[src/rtl/cp0_pkg.sv]
// Shared CP0 definitions: register indices, exception codes and Status/Cause field positions.
package cp0_pkg;

    localparam logic [4:0] REG_COUNT   = 5'd9;
    localparam logic [4:0] REG_COMPARE = 5'd11;
    localparam logic [4:0] REG_STATUS  = 5'd12;
    localparam logic [4:0] REG_CAUSE   = 5'd13;
    localparam logic [4:0] REG_EPC     = 5'd14;

    typedef enum logic [4:0] {
        EXC_INT     = 5'd0,
        EXC_SYSCALL = 5'd8,
        EXC_BREAK   = 5'd9,
        EXC_TEQ     = 5'd13
    } exc_code_e;

    localparam int MODE_W       = 5;
    localparam int STATUS_IE    = 0;
    localparam int STATUS_IM_LO = 16;
    localparam int CAUSE_EXC_LO = 2;
    localparam int CAUSE_IP_LO  = 8;
    localparam int CAUSE_NOV    = 29;

    // The single event acting on the architectural registers in a cycle.
    typedef enum logic [1:0] {
        EV_NONE,
        EV_EXC,
        EV_ERET,
        EV_MTC0
    } cp0_event_e;

    // Cause as software sees it; ip[7] is the timer bit TI.
    function automatic logic [31:0] pack_cause(input logic [4:0] exc_code,
                                               input logic [7:0] ip,
                                               input logic       nov);
        logic [31:0] word;
        word = '0;
        word[CAUSE_EXC_LO +: 5] = exc_code;
        word[CAUSE_IP_LO  +: 8] = ip;
        word[CAUSE_NOV]         = nov;
        return word;
    endfunction

endpackage

[src/rtl/cp0_intc_if.sv]
// Control-unit <-> CP0 bundle: instruction strobes and operands in, read data and targets out.
interface cp0_intc_if;

    logic        mfc0;
    logic        mtc0;
    logic [31:0] pc;
    logic [4:0]  rd;
    logic [31:0] wdata;
    logic        exception;
    logic        eret;
    logic [4:0]  cause;
    logic [31:0] rdata;
    logic [31:0] status;
    logic [31:0] exc_addr;
    logic        int_req;

    modport master (
        output mfc0, mtc0, pc, rd, wdata, exception, eret, cause,
        input  rdata, status, exc_addr, int_req
    );

    modport slave (
        input  mfc0, mtc0, pc, rd, wdata, exception, eret, cause,
        output rdata, status, exc_addr, int_req
    );

endinterface

[src/rtl/cp0_timer.sv]
// Count/Compare timer: Count advances once every CNT_DIV clocks; TI latches on a Count==Compare arrival.
module cp0_timer #(
    parameter int CNT_DIV = 2
) (
    input  logic        clk,
    input  logic        rst,
    input  logic        load,
    input  logic        cmp_wr,
    input  logic [31:0] wdata,
    output logic [31:0] count,
    output logic [31:0] compare,
    output logic        ti
);

    localparam int DIV_W = (CNT_DIV > 1) ? $clog2(CNT_DIV) : 1;
    localparam logic [DIV_W-1:0] DIV_LAST = DIV_W'(CNT_DIV - 1);

    logic [DIV_W-1:0] div_q, div_d;
    logic [31:0]      count_q, count_d;
    logic [31:0]      compare_q, compare_d;
    logic             ti_q, ti_d;
    logic             count_upd;

    // NOTE: every variable gets a default before any branch, so no path leaves one unassigned (no latch).
    always_comb begin
        count_d   = count_q;
        div_d     = div_q;
        count_upd = 1'b0;
        if (load) begin
            count_d   = wdata;
            div_d     = '0;
            count_upd = 1'b1;
        end else if (div_q == DIV_LAST) begin
            count_d   = count_q + 32'd1;
            div_d     = '0;
            count_upd = 1'b1;
        end else begin
            div_d = div_q + DIV_W'(1);
        end

        compare_d = cmp_wr ? wdata : compare_q;

        // A Compare write in the same cycle as the match keeps TI clear.
        ti_d = ti_q;
        if (cmp_wr)
            ti_d = 1'b0;
        else if (count_upd && (count_d == compare_q))
            ti_d = 1'b1;
    end

    // NOTE: clocked state uses non-blocking assignments so all registers sample pre-edge values.
    always_ff @(posedge clk or posedge rst) begin
        if (rst) begin
            div_q     <= '0;
            count_q   <= '0;
            compare_q <= '0;
            ti_q      <= 1'b0;
        end else begin
            div_q     <= div_d;
            count_q   <= count_d;
            compare_q <= compare_d;
            ti_q      <= ti_d;
        end
    end

    assign count   = count_q;
    assign compare = compare_q;
    assign ti      = ti_q;

endmodule

[src/rtl/cp0_intc.sv]
// CP0 with nested-exception mode stack, external interrupt lines and Count/Compare timer.
module cp0_intc
    import cp0_pkg::*;
#(
    parameter int          NUM_IRQ    = 6,
    parameter int          NEST_DEPTH = 3,
    parameter logic [31:0] EXC_VECTOR = 32'h0040_0004,
    parameter logic [31:0] STATUS_RST = 32'h0000_001F,
    parameter int          CNT_DIV    = 2
) (
    input  logic               clk,
    input  logic               rst,
    input  logic [NUM_IRQ-1:0] irq,
    cp0_intc_if.slave          bus
);

    localparam int         STK_W     = MODE_W * NEST_DEPTH;
    localparam logic [1:0] DEPTH_MAX = 2'(NEST_DEPTH);

    logic [31:0]        status_q, status_d;
    logic [4:0]         exc_code_q, exc_code_d;
    logic               nov_q, nov_d;
    logic [31:0]        epc_q, epc_d;
    logic [1:0]         depth_q, depth_d;
    logic [NUM_IRQ-1:0] irq_meta_q, irq_sync_q;

    cp0_event_e         ev;
    logic [STK_W-1:0]   stk, stk_push, stk_pop;
    logic [7:0]         ip;
    logic [31:0]        cause_word;
    logic [31:0]        count, compare;
    logic               ti;
    logic               count_load, compare_wr;

    // Exception beats eret beats mtc0; the losers are simply dropped.
    always_comb begin
        ev = EV_NONE;
        if (bus.exception)
            ev = EV_EXC;
        else if (bus.eret)
            ev = EV_ERET;
        else if (bus.mtc0)
            ev = EV_MTC0;
    end

    assign count_load = (ev == EV_MTC0) && (bus.rd == REG_COUNT);
    assign compare_wr = (ev == EV_MTC0) && (bus.rd == REG_COMPARE);

    cp0_timer #(
        .CNT_DIV (CNT_DIV)
    ) u_timer (
        .clk     (clk),
        .rst     (rst),
        .load    (count_load),
        .cmp_wr  (compare_wr),
        .wdata   (bus.wdata),
        .count   (count),
        .compare (compare),
        .ti      (ti)
    );

    // Push drops the oldest mode off the top; pop refills the top slot with all-ones.
    always_comb begin
        stk      = status_q[STK_W-1:0];
        stk_push = stk << MODE_W;
        stk_pop  = (stk >> MODE_W) | ~({STK_W{1'b1}} >> MODE_W);
    end

    always_comb begin
        status_d   = status_q;
        exc_code_d = exc_code_q;
        nov_d      = nov_q;
        epc_d      = epc_q;
        depth_d    = depth_q;
        case (ev)
            EV_EXC: begin
                status_d[STK_W-1:0] = stk_push;
                exc_code_d          = bus.cause;
                epc_d               = bus.pc;
                if (depth_q == DEPTH_MAX)
                    nov_d = 1'b1;
                else
                    depth_d = depth_q + 2'd1;
            end
            EV_ERET: begin
                status_d[STK_W-1:0] = stk_pop;
                if (depth_q != 2'd0)
                    depth_d = depth_q - 2'd1;
            end
            EV_MTC0: begin
                case (bus.rd)
                    REG_STATUS: status_d = bus.wdata;
                    REG_CAUSE: begin
                        exc_code_d = bus.wdata[CAUSE_EXC_LO +: 5];
                        nov_d      = bus.wdata[CAUSE_NOV];
                    end
                    REG_EPC:    epc_d = bus.wdata;
                    default:    ;
                endcase
            end
            default: ;
        endcase
    end

    always_ff @(posedge clk or posedge rst) begin
        if (rst) begin
            status_q   <= STATUS_RST;
            exc_code_q <= '0;
            nov_q      <= 1'b0;
            epc_q      <= '0;
            depth_q    <= '0;
            irq_meta_q <= '0;
            irq_sync_q <= '0;
        end else begin
            status_q   <= status_d;
            exc_code_q <= exc_code_d;
            nov_q      <= nov_d;
            epc_q      <= epc_d;
            depth_q    <= depth_d;
            // Two-flop synchronizer for the asynchronous interrupt lines.
            irq_meta_q <= irq;
            irq_sync_q <= irq_meta_q;
        end
    end

    always_comb begin
        ip                = '0;
        ip[NUM_IRQ-1:0]   = irq_sync_q;
        ip[7]             = ti;
    end

    assign cause_word = pack_cause(exc_code_q, ip, nov_q);

    always_comb begin
        bus.rdata = '0;
        if (bus.mfc0) begin
            case (bus.rd)
                REG_COUNT:   bus.rdata = count;
                REG_COMPARE: bus.rdata = compare;
                REG_STATUS:  bus.rdata = status_q;
                REG_CAUSE:   bus.rdata = cause_word;
                REG_EPC:     bus.rdata = epc_q;
                default:     bus.rdata = '0;
            endcase
        end
    end

    assign bus.status   = status_q;
    assign bus.exc_addr = bus.eret ? epc_q : EXC_VECTOR;
    assign bus.int_req  = status_q[STATUS_IE] & (|(ip & status_q[STATUS_IM_LO +: 8]));

endmodule

[src/flat_wrapper.sv]
// flat-port wrapper written by rule: the top's interface ports become plain ports
module cp0_intc_flat import cp0_pkg::*;
#(
    parameter int          NUM_IRQ    = 6,
    parameter int          NEST_DEPTH = 3,
    parameter logic [31:0] EXC_VECTOR = 32'h0040_0004,
    parameter logic [31:0] STATUS_RST = 32'h0000_001F,
    parameter int          CNT_DIV    = 2
)
  (clk, rst, irq, bus_mfc0, bus_mtc0, bus_pc, bus_rd, bus_wdata, bus_exception, bus_eret, bus_cause, bus_rdata, bus_status, bus_exc_addr, bus_int_req);
  cp0_intc_if bus_i ();
  input  logic clk;
  input  logic rst;
  input  logic [NUM_IRQ-1:0] irq;
  input wire logic [$bits(bus_i.mfc0)-1:0] bus_mfc0;
  input wire logic [$bits(bus_i.mtc0)-1:0] bus_mtc0;
  input wire logic [$bits(bus_i.pc)-1:0] bus_pc;
  input wire logic [$bits(bus_i.rd)-1:0] bus_rd;
  input wire logic [$bits(bus_i.wdata)-1:0] bus_wdata;
  input wire logic [$bits(bus_i.exception)-1:0] bus_exception;
  input wire logic [$bits(bus_i.eret)-1:0] bus_eret;
  input wire logic [$bits(bus_i.cause)-1:0] bus_cause;
  output wire logic [$bits(bus_i.rdata)-1:0] bus_rdata;
  output wire logic [$bits(bus_i.status)-1:0] bus_status;
  output wire logic [$bits(bus_i.exc_addr)-1:0] bus_exc_addr;
  output wire logic [$bits(bus_i.int_req)-1:0] bus_int_req;
  assign bus_i.mfc0 = bus_mfc0;
  assign bus_i.mtc0 = bus_mtc0;
  assign bus_i.pc = bus_pc;
  assign bus_i.rd = bus_rd;
  assign bus_i.wdata = bus_wdata;
  assign bus_i.exception = bus_exception;
  assign bus_i.eret = bus_eret;
  assign bus_i.cause = bus_cause;
  assign bus_rdata = bus_i.rdata;
  assign bus_status = bus_i.status;
  assign bus_exc_addr = bus_i.exc_addr;
  assign bus_int_req = bus_i.int_req;
  cp0_intc #(.NUM_IRQ(NUM_IRQ), .NEST_DEPTH(NEST_DEPTH), .EXC_VECTOR(EXC_VECTOR), .STATUS_RST(STATUS_RST), .CNT_DIV(CNT_DIV)) u_core (.clk(clk), .rst(rst), .irq(irq), .bus(bus_i));
endmodule
[config.mk]
export PLATFORM = sky130hd
export DESIGN_NAME = cp0_intc_flat
export DESIGN_NICKNAME = d
export VERILOG_FILES = /design/src/rtl/cp0_pkg.sv /design/src/rtl/cp0_intc_if.sv /design/src/rtl/cp0_timer.sv /design/src/rtl/cp0_intc.sv /design/src/flat_wrapper.sv
export SDC_FILE = /design/constraint.sdc
export NUM_CORES = 1
export LEC_CHECK = 0
export BUFFER_PORTS_ARGS = -buffer_cell sky130_fd_sc_hd__buf_2
export CAP_MARGIN = 5
export CORE_ASPECT_RATIO = 0.75
export CORE_MARGIN = 3
export CORE_UTILIZATION = 30
export DETAILED_ROUTE_END_ITERATION = 12
export HOLD_SLACK_MARGIN = 0.08
export SETUP_SLACK_MARGIN = 0.2
export SYNTH_ARGS = -nofsm -noshare
export SYNTH_HDL_FRONTEND = slang
export SYNTH_SLANG_ARGS = --single-unit
[constraint.sdc]
create_clock -name clk -period 8.7 [get_ports clk]
set_input_delay 0.87 -clock clk [delete_from_list [all_inputs] [get_ports clk]]
set_output_delay 0.87 -clock clk [all_outputs]
set_load 0.05 [all_outputs]
==> results of run 1 <==
==> sequential cells by signal, indices dropped and copies added, names as in the netlist, 2 cells and up <==
signal	count
u_core.epc_q	32
u_core.irq_sync_q	6
u_core.depth_q	2
u_core.u_timer.count	32
u_core.irq_meta_q	6
u_core.exc_code_q	5
u_core.bus.status	32
u_core.u_timer.compare	32
==> through the flow <==
stage / cells / hold WS, ns / instance area, µm² / util
floorplan: 997 / 0.331 / 9230 / -
CTS: 1542 / 0.353 / 11000 / 0.370
finish: 1542 / 0.351 / 11000 / 0.370
global route: 1542 / 0.367 / 11000 / 0.370
detailed placement: 1510 / 0.337 / 10400 / 0.351
global placement: 1510 / 0.334 / 10400 / 0.351
==> layer usage <==
metal,up-vias,global-route usage,routed length [µm]
li1,3870,-,-
met1,4318,0.310,16300
met2,448,0.310,14900
met3,50,0.0658,3770
met4,0,0.0551,660
met5,-,0,0
==> cells by family after synthesis <==
| kind of cell | after synthesis |
|---|---|
| muxes | 124 |
| AOI/OAI and AO/OA | 248 |
| DFF | 150 |
| xor gates and xnor gates | 56 |
| and+or+nand+nor | 318 |
| adders and majority gates | 1 |
| buffers and inverters | 100 |
==> power groups by stage <==
stage / sequential [W] / combinational, W / clock (W)
after global placement: 0.000940 / 0.000506 / 0
after floorplan: 0.000925 / 0.000336 / 0
after CTS: 0.000927 / 0.000514 / 0.000715
after global routing: 0.000945 / 0.000559 / 0.000748
final: 0.000934 / 0.000518 / 0.000707
after detailed placement: 0.000938 / 0.000511 / 0
==> cell usage in the layout, fill, tap and decap left out, types with 18 or more instances in the layout <==
cell / instances
a21oi_1: 62
a22oi_1: 22
and2_1: 34
buf_2: 182
dfrtp_1: 145
inv_1: 27
mux2_2: 57
mux2i_1: 67
nand2_1: 107
nand3_1: 22
nor2_1: 63
o21ai_0: 78
o22a_1: 19
xnor2_1: 38
xor2_1: 18
==> final timing paths <==
path                                      startpoint                       end  slack, ns  cells after the start
max in group asynchronous                        rst  u_core.u_timer.count[29]       6.65                      3
min in group asynchronous                        rst          u_core.epc_q[17]       0.55                      2
worst min register to register  u_core.irq_meta_q[3]      u_core.irq_sync_q[3]       0.35                      0
worst max register to register  u_core.u_timer.div_q         u_core.u_timer.ti       5.19                      8
worst min-delay path            u_core.irq_meta_q[3]      u_core.irq_sync_q[3]       0.35                      0
worst max-delay path                       bus_rd[2]             bus_rdata[29]       4.11                      7
==> worst max-delay path, cell delays in order <==
cell	delay, ns
buf_2	0.40
nand3b_1	0.79
nor2_1	0.65
buf_4	0.31
a22oi_1	0.11
a21oi_1	0.26
buf_2	0.31
==> cell type report <==
| cell class | instances | area (µm²) | share of cell area |
|---|---|---|---|
| clock buffers | 19 | 433 | 0.0395 |
| repair buffers | 193 | 993 | 0.0906 |
| clock inverters | 13 | 111 | 0.0102 |
| flip-flops and latches | 150 | 3760 | 0.343 |
| inverters | 28 | 110 | 0.0100 |
| multi-input cells | 747 | 5060 | 0.462 |
| well taps | 392 | 490 | 0.0447 |
==> Yosys cell counts, types with 5 or more instances <==
| master | count | area [µm²] |
|---|---|---|
| nand3_1 | 23 | 115 |
| and3_1 | 10 | 62.6 |
| o22a_1 | 19 | 166 |
| nand4_1 | 14 | 87.6 |
| clkbuf_1 | 49 | 184 |
| and2_1 | 34 | 213 |
| nor4_1 | 11 | 68.8 |
| a221oi_1 | 6 | 52.6 |
| xor2_1 | 18 | 158 |
| a21oi_1 | 62 | 310 |
| nand2b_1 | 10 | 62.6 |
| o2111ai_1 | 6 | 52.6 |
| xnor2_1 | 38 | 333 |
| dfrtp_1 | 145 | 3630 |
| dfstp_2 | 5 | 131 |
| mux2i_1 | 67 | 671 |
| a31oi_1 | 8 | 50.1 |
| buf_2 | 5 | 25.0 |
| nand2_1 | 107 | 402 |
| nor2_1 | 63 | 236 |
| nor3_1 | 8 | 40.0 |
| buf_1 | 8 | 30.0 |
| nor2b_1 | 5 | 31.3 |
| o21ai_0 | 78 | 390 |
| a22o_1 | 10 | 87.6 |
| mux2_2 | 57 | 642 |
| o22ai_1 | 11 | 68.8 |
| or3_1 | 5 | 31.3 |
| inv_1 | 28 | 105 |
| a22oi_1 | 22 | 165 |
==> impl_metrics.toml, run 1 <==
[cells_and_area]
antenna_cells = 0
synthToLayoutAreaGrowth_pct = 18.8
nets = 1224
drive_gt1_frac = 0.264
num-fill-cells = 3005

[synth]
synth_seq_cells = 150
yosysWarnings = 0
synth_nets = 1084
synth_fa_ha_area_frac = 0.00136
synth_compound_area_frac = 0.171
synth-edff-count = 0
synthXorXnorAreaFrac = 0.0531
yosys_most_used_dff = "dfrtp_1"
synth_top_family_by_area = "simple AND/OR/NAND/NOR gates"
syn_area_mm2 = 0.00923
synth-simple-area-share = 0.177
async_flop_share = 1.00
synthMuxAreaShare = 0.142
syn_area_per_cell_um2 = 9.26
syn_inst = 997
netlist-cell-type-count = 69
ys_seq_area_frac = 0.407

[cts]
holdBufCountCts = 0
cts_buffers = 17
path_clk_slew_ns = 0.07
htreeDepth = 4
cts_tree = "done"
postCtsSetupRepairBufs = 0
clkLatencyLatePin_ns = 0.44
cts_resized = 0
clock_sink_count = 150
cts_buffer_depth = 2
root_buffer = "clkbuf_16"

[status]
outcome = "finished, final reports clean"

[pwr]
finalPower_w = 0.00216
p_leak_nw = 4.97
internal_power_w = 0.00135
pwr-share-seq = 0.433
swShare = 0.375
share_comb_of_total_power = 0.240
power_density_mw_per_mm2 = 197
ir_worst_vdd_mv = 0.149
p_sw_w = 0.000809
p_clk_frac = 0.327

[global_route]
grt_pass1_vias = 8483
gr-total-overflow = 0
grt_pass1_wl_mm = 53.9
grt_usage = 0.214
grt_start_max_net_pins = 77
antenna_found_initial = 0

[sta]
fin_crit_ns = 4.59
worst_slew_margin_rel = 0.253
max_clock_freq_mhz = 218
skew_ns = 0.0106
tns_ns = 0
finalSetupViolations = 0
tightest_slew_ns = 1.12
hold_violations = 0
slew_viol_final = 0
postLayoutSetupSlackWorst_ns = 4.11
period_share = 0.527
rsz0062_at_grt = "no"

[flow_run]
cap_violations = 0

[placed_design]
gp_congestion = 0.973
place_ws_ns = 4.16
dp_hpwl_mm = 26.5
port_buffers = 182

[setup_path]
crit_required_ns = 7.83
crit_path_end_kind = "output port"
cp_max_fo = 21
cp_data_arrival_time_ns = 3.72
startpoint_type = "input port"
path_class = "input port to output port"

[die]
io_pins = 183
core_area_mm2 = 0.0297
num_rows = 54
die_w_um = 209
start_util = 0.311
dieArea_mm2 = 0.0329
die_h_um = 158

[drt]
drt-initial-drc-count = 943
routed_wl_mm = 35.7
wl_per_cell_um = 23.1
antenna_left = 0
drc = 0
viasPerCell = 5.63
first_pass_iters = 5
vias = 8686

[hold_path]
hold_class = "flip-flop to flip-flop"
(Power assumes the default switching activity.)
==> run 2, diff against run 1 <==
==> constraint.sdc (replaced) <==
create_clock -name clk -period 3.8 [get_ports clk]
set_input_delay 0.38 -clock clk [delete_from_list [all_inputs] [get_ports clk]]
set_output_delay 0.38 -clock clk [all_outputs]
set_load 0.05 [all_outputs]
==> run 2 against run 1 <==
Net effect: core utilization rose by 0.83 points; global-route usage down 0.11 points; wire length is 0.31% higher; sequential power increased by 130%; final area up 2.2%; worst setup slack got worse by 3.4 ns; clock-buffer cell count is the same; largest cell class unchanged.
==> impl_metrics.toml, run 2 (synthesis results as in run 1) <==
[sta]
period_share = 0.825
skew_ns = 0.0105
finalSetupViolations = 0
tightest_slew_ns = 1.14
worst_slew_margin_rel = 0.237
tns_ns = 0
max_clock_freq_mhz = 319
rsz0062_at_grt = "no"
hold_violations = 0
slew_viol_final = 0
fin_crit_ns = 3.13

[pwr]
internal_power_w = 0.00324
ir_worst_vdd_mv = 0.236
swShare = 0.360
share_comb_of_total_power = 0.238
power_density_mw_per_mm2 = 452
p_sw_w = 0.00182
finalPower_w = 0.00507
p_leak_nw = 5.11
p_clk_frac = 0.343
pwr-share-seq = 0.418

[setup_path]
r2r_cells = 7
reg2reg_setup_slack_ns = 0.67
startpoint_type = "flip-flop"
crit_path_end_kind = "flip-flop"
rr_startpoint = "u_core.u_timer.div_q"
crit_required_ns = 4.13
endpoint = "u_core.u_timer.ti"
path_class = "flip-flop to flip-flop"
cp_max_fo = 10
cp_data_arrival_time_ns = 3.46
r2r_end = "u_core.u_timer.ti"
cp-startpoint = "u_core.u_timer.div_q"

[cts]
cts_buffers = 17
postCtsSetupRepairBufs = 0
htreeDepth = 4
root_buffer = "clkbuf_16"
cts_resized = 0
path_clk_slew_ns = 0.07
cts_tree = "done"
holdBufCountCts = 6
clock_sink_count = 150
clkLatencyLatePin_ns = 0.44
cts_buffer_depth = 2

[placed_design]
port_buffers = 182
numPlacedInstances = 1527
placed_cell_area_mm2 = 0.0106
gp_congestion = 0.954
dp_hpwl_mm = 26.7

[hold_path]
hold_class = "input port to async pin"

[die]
die_h_um = 158
num_rows = 54
start_util = 0.311
dieArea_mm2 = 0.0329
io_pins = 183
die_w_um = 209
core_area_mm2 = 0.0297

[global_route]
gr-total-overflow = 0
grt_pass1_wl_mm = 53.7
grt_usage = 0.213
grt_pass1_vias = 8435
grt_start_max_net_pins = 151
antenna_found_initial = 1

[cells_and_area]
layout_commonest_cell = "buf_2"
stdcell_area_mm2 = 0.0112
synthToLayoutAreaGrowth_pct = 21.4
final_cells = 1565
drive_gt1_frac = 0.275
mostFrequentLayoutCells = "buf_2 (182), dfrtp_1 (145), nand2_1 (107)"
antenna_cells = 0
nets = 1247
fin_util = 0.378

[status]
outcome = "finished, final reports clean"

[drt]
first_pass_iters = 5
vias = 8836
wl_per_cell_um = 22.9
drt-initial-drc-count = 809
routed_wl_mm = 35.8
antenna_left = 0
viasPerCell = 5.65
drc = 0

[flow_run]
cap_violations = 0
run 2: cell type report:
cell class,count,area (µm²)
multi-input combinational,747,5060
sequential,150,3760
fill,3003,18500
tap,392,490
inverter,28,109
clock buffer,19,443
timing repair buffer,216,1190
clock inverter,13,148
run 2: worst min path at each step:
stage                           endpoint                 start  slack, ns
floorplan           u_core.irq_sync_q[0]  u_core.irq_meta_q[0]       0.33
finish              u_core.irq_meta_q[4]                   rst       0.16
CTS                 u_core.irq_meta_q[4]                   rst       0.23
global placement    u_core.irq_sync_q[0]  u_core.irq_meta_q[0]       0.33
global route        u_core.irq_meta_q[4]                   rst       0.23
detailed placement  u_core.irq_sync_q[0]  u_core.irq_meta_q[0]       0.34
run 2: per-layer routing:
layer,track usage,vias to the layer above,share of wire
li1,-,3917,-
met1,0.316,4358,0.46
met2,0.306,507,0.42
met3,0.0636,52,0.11
met4,0.0453,2,0.019
met5,0,-,0.00039
run 2: power by group through the flow:
stage | clock network (W) | registers, W | logic (W)
floorplan | 0 | 0.00212 | 0.000770
global placement | 0 | 0.00213 | 0.00118
detailed placement | 0 | 0.00213 | 0.00119
CTS | 0.00175 | 0.00211 | 0.00120
global route | 0.00182 | 0.00215 | 0.00130
finish | 0.00174 | 0.00212 | 0.00121
run 2: critical path: stages (launching register included):
cell       delay (ns)
dfrtp_1          0.56
nand4_2          0.33
or4_1            0.65
nor3_1           0.40
o2111ai_1        0.26
a221oi_1         0.31
nand4_1          0.21
o41ai_2          0.30
run 2: per-stage QoR:
step,hold slack [ns],setup slack [ns]
floorplan,0.331,0.791
global placement,0.334,0.523
detailed placement,0.337,0.464
CTS,0.229,0.738
global route,0.232,0.545
finish,0.156,0.667
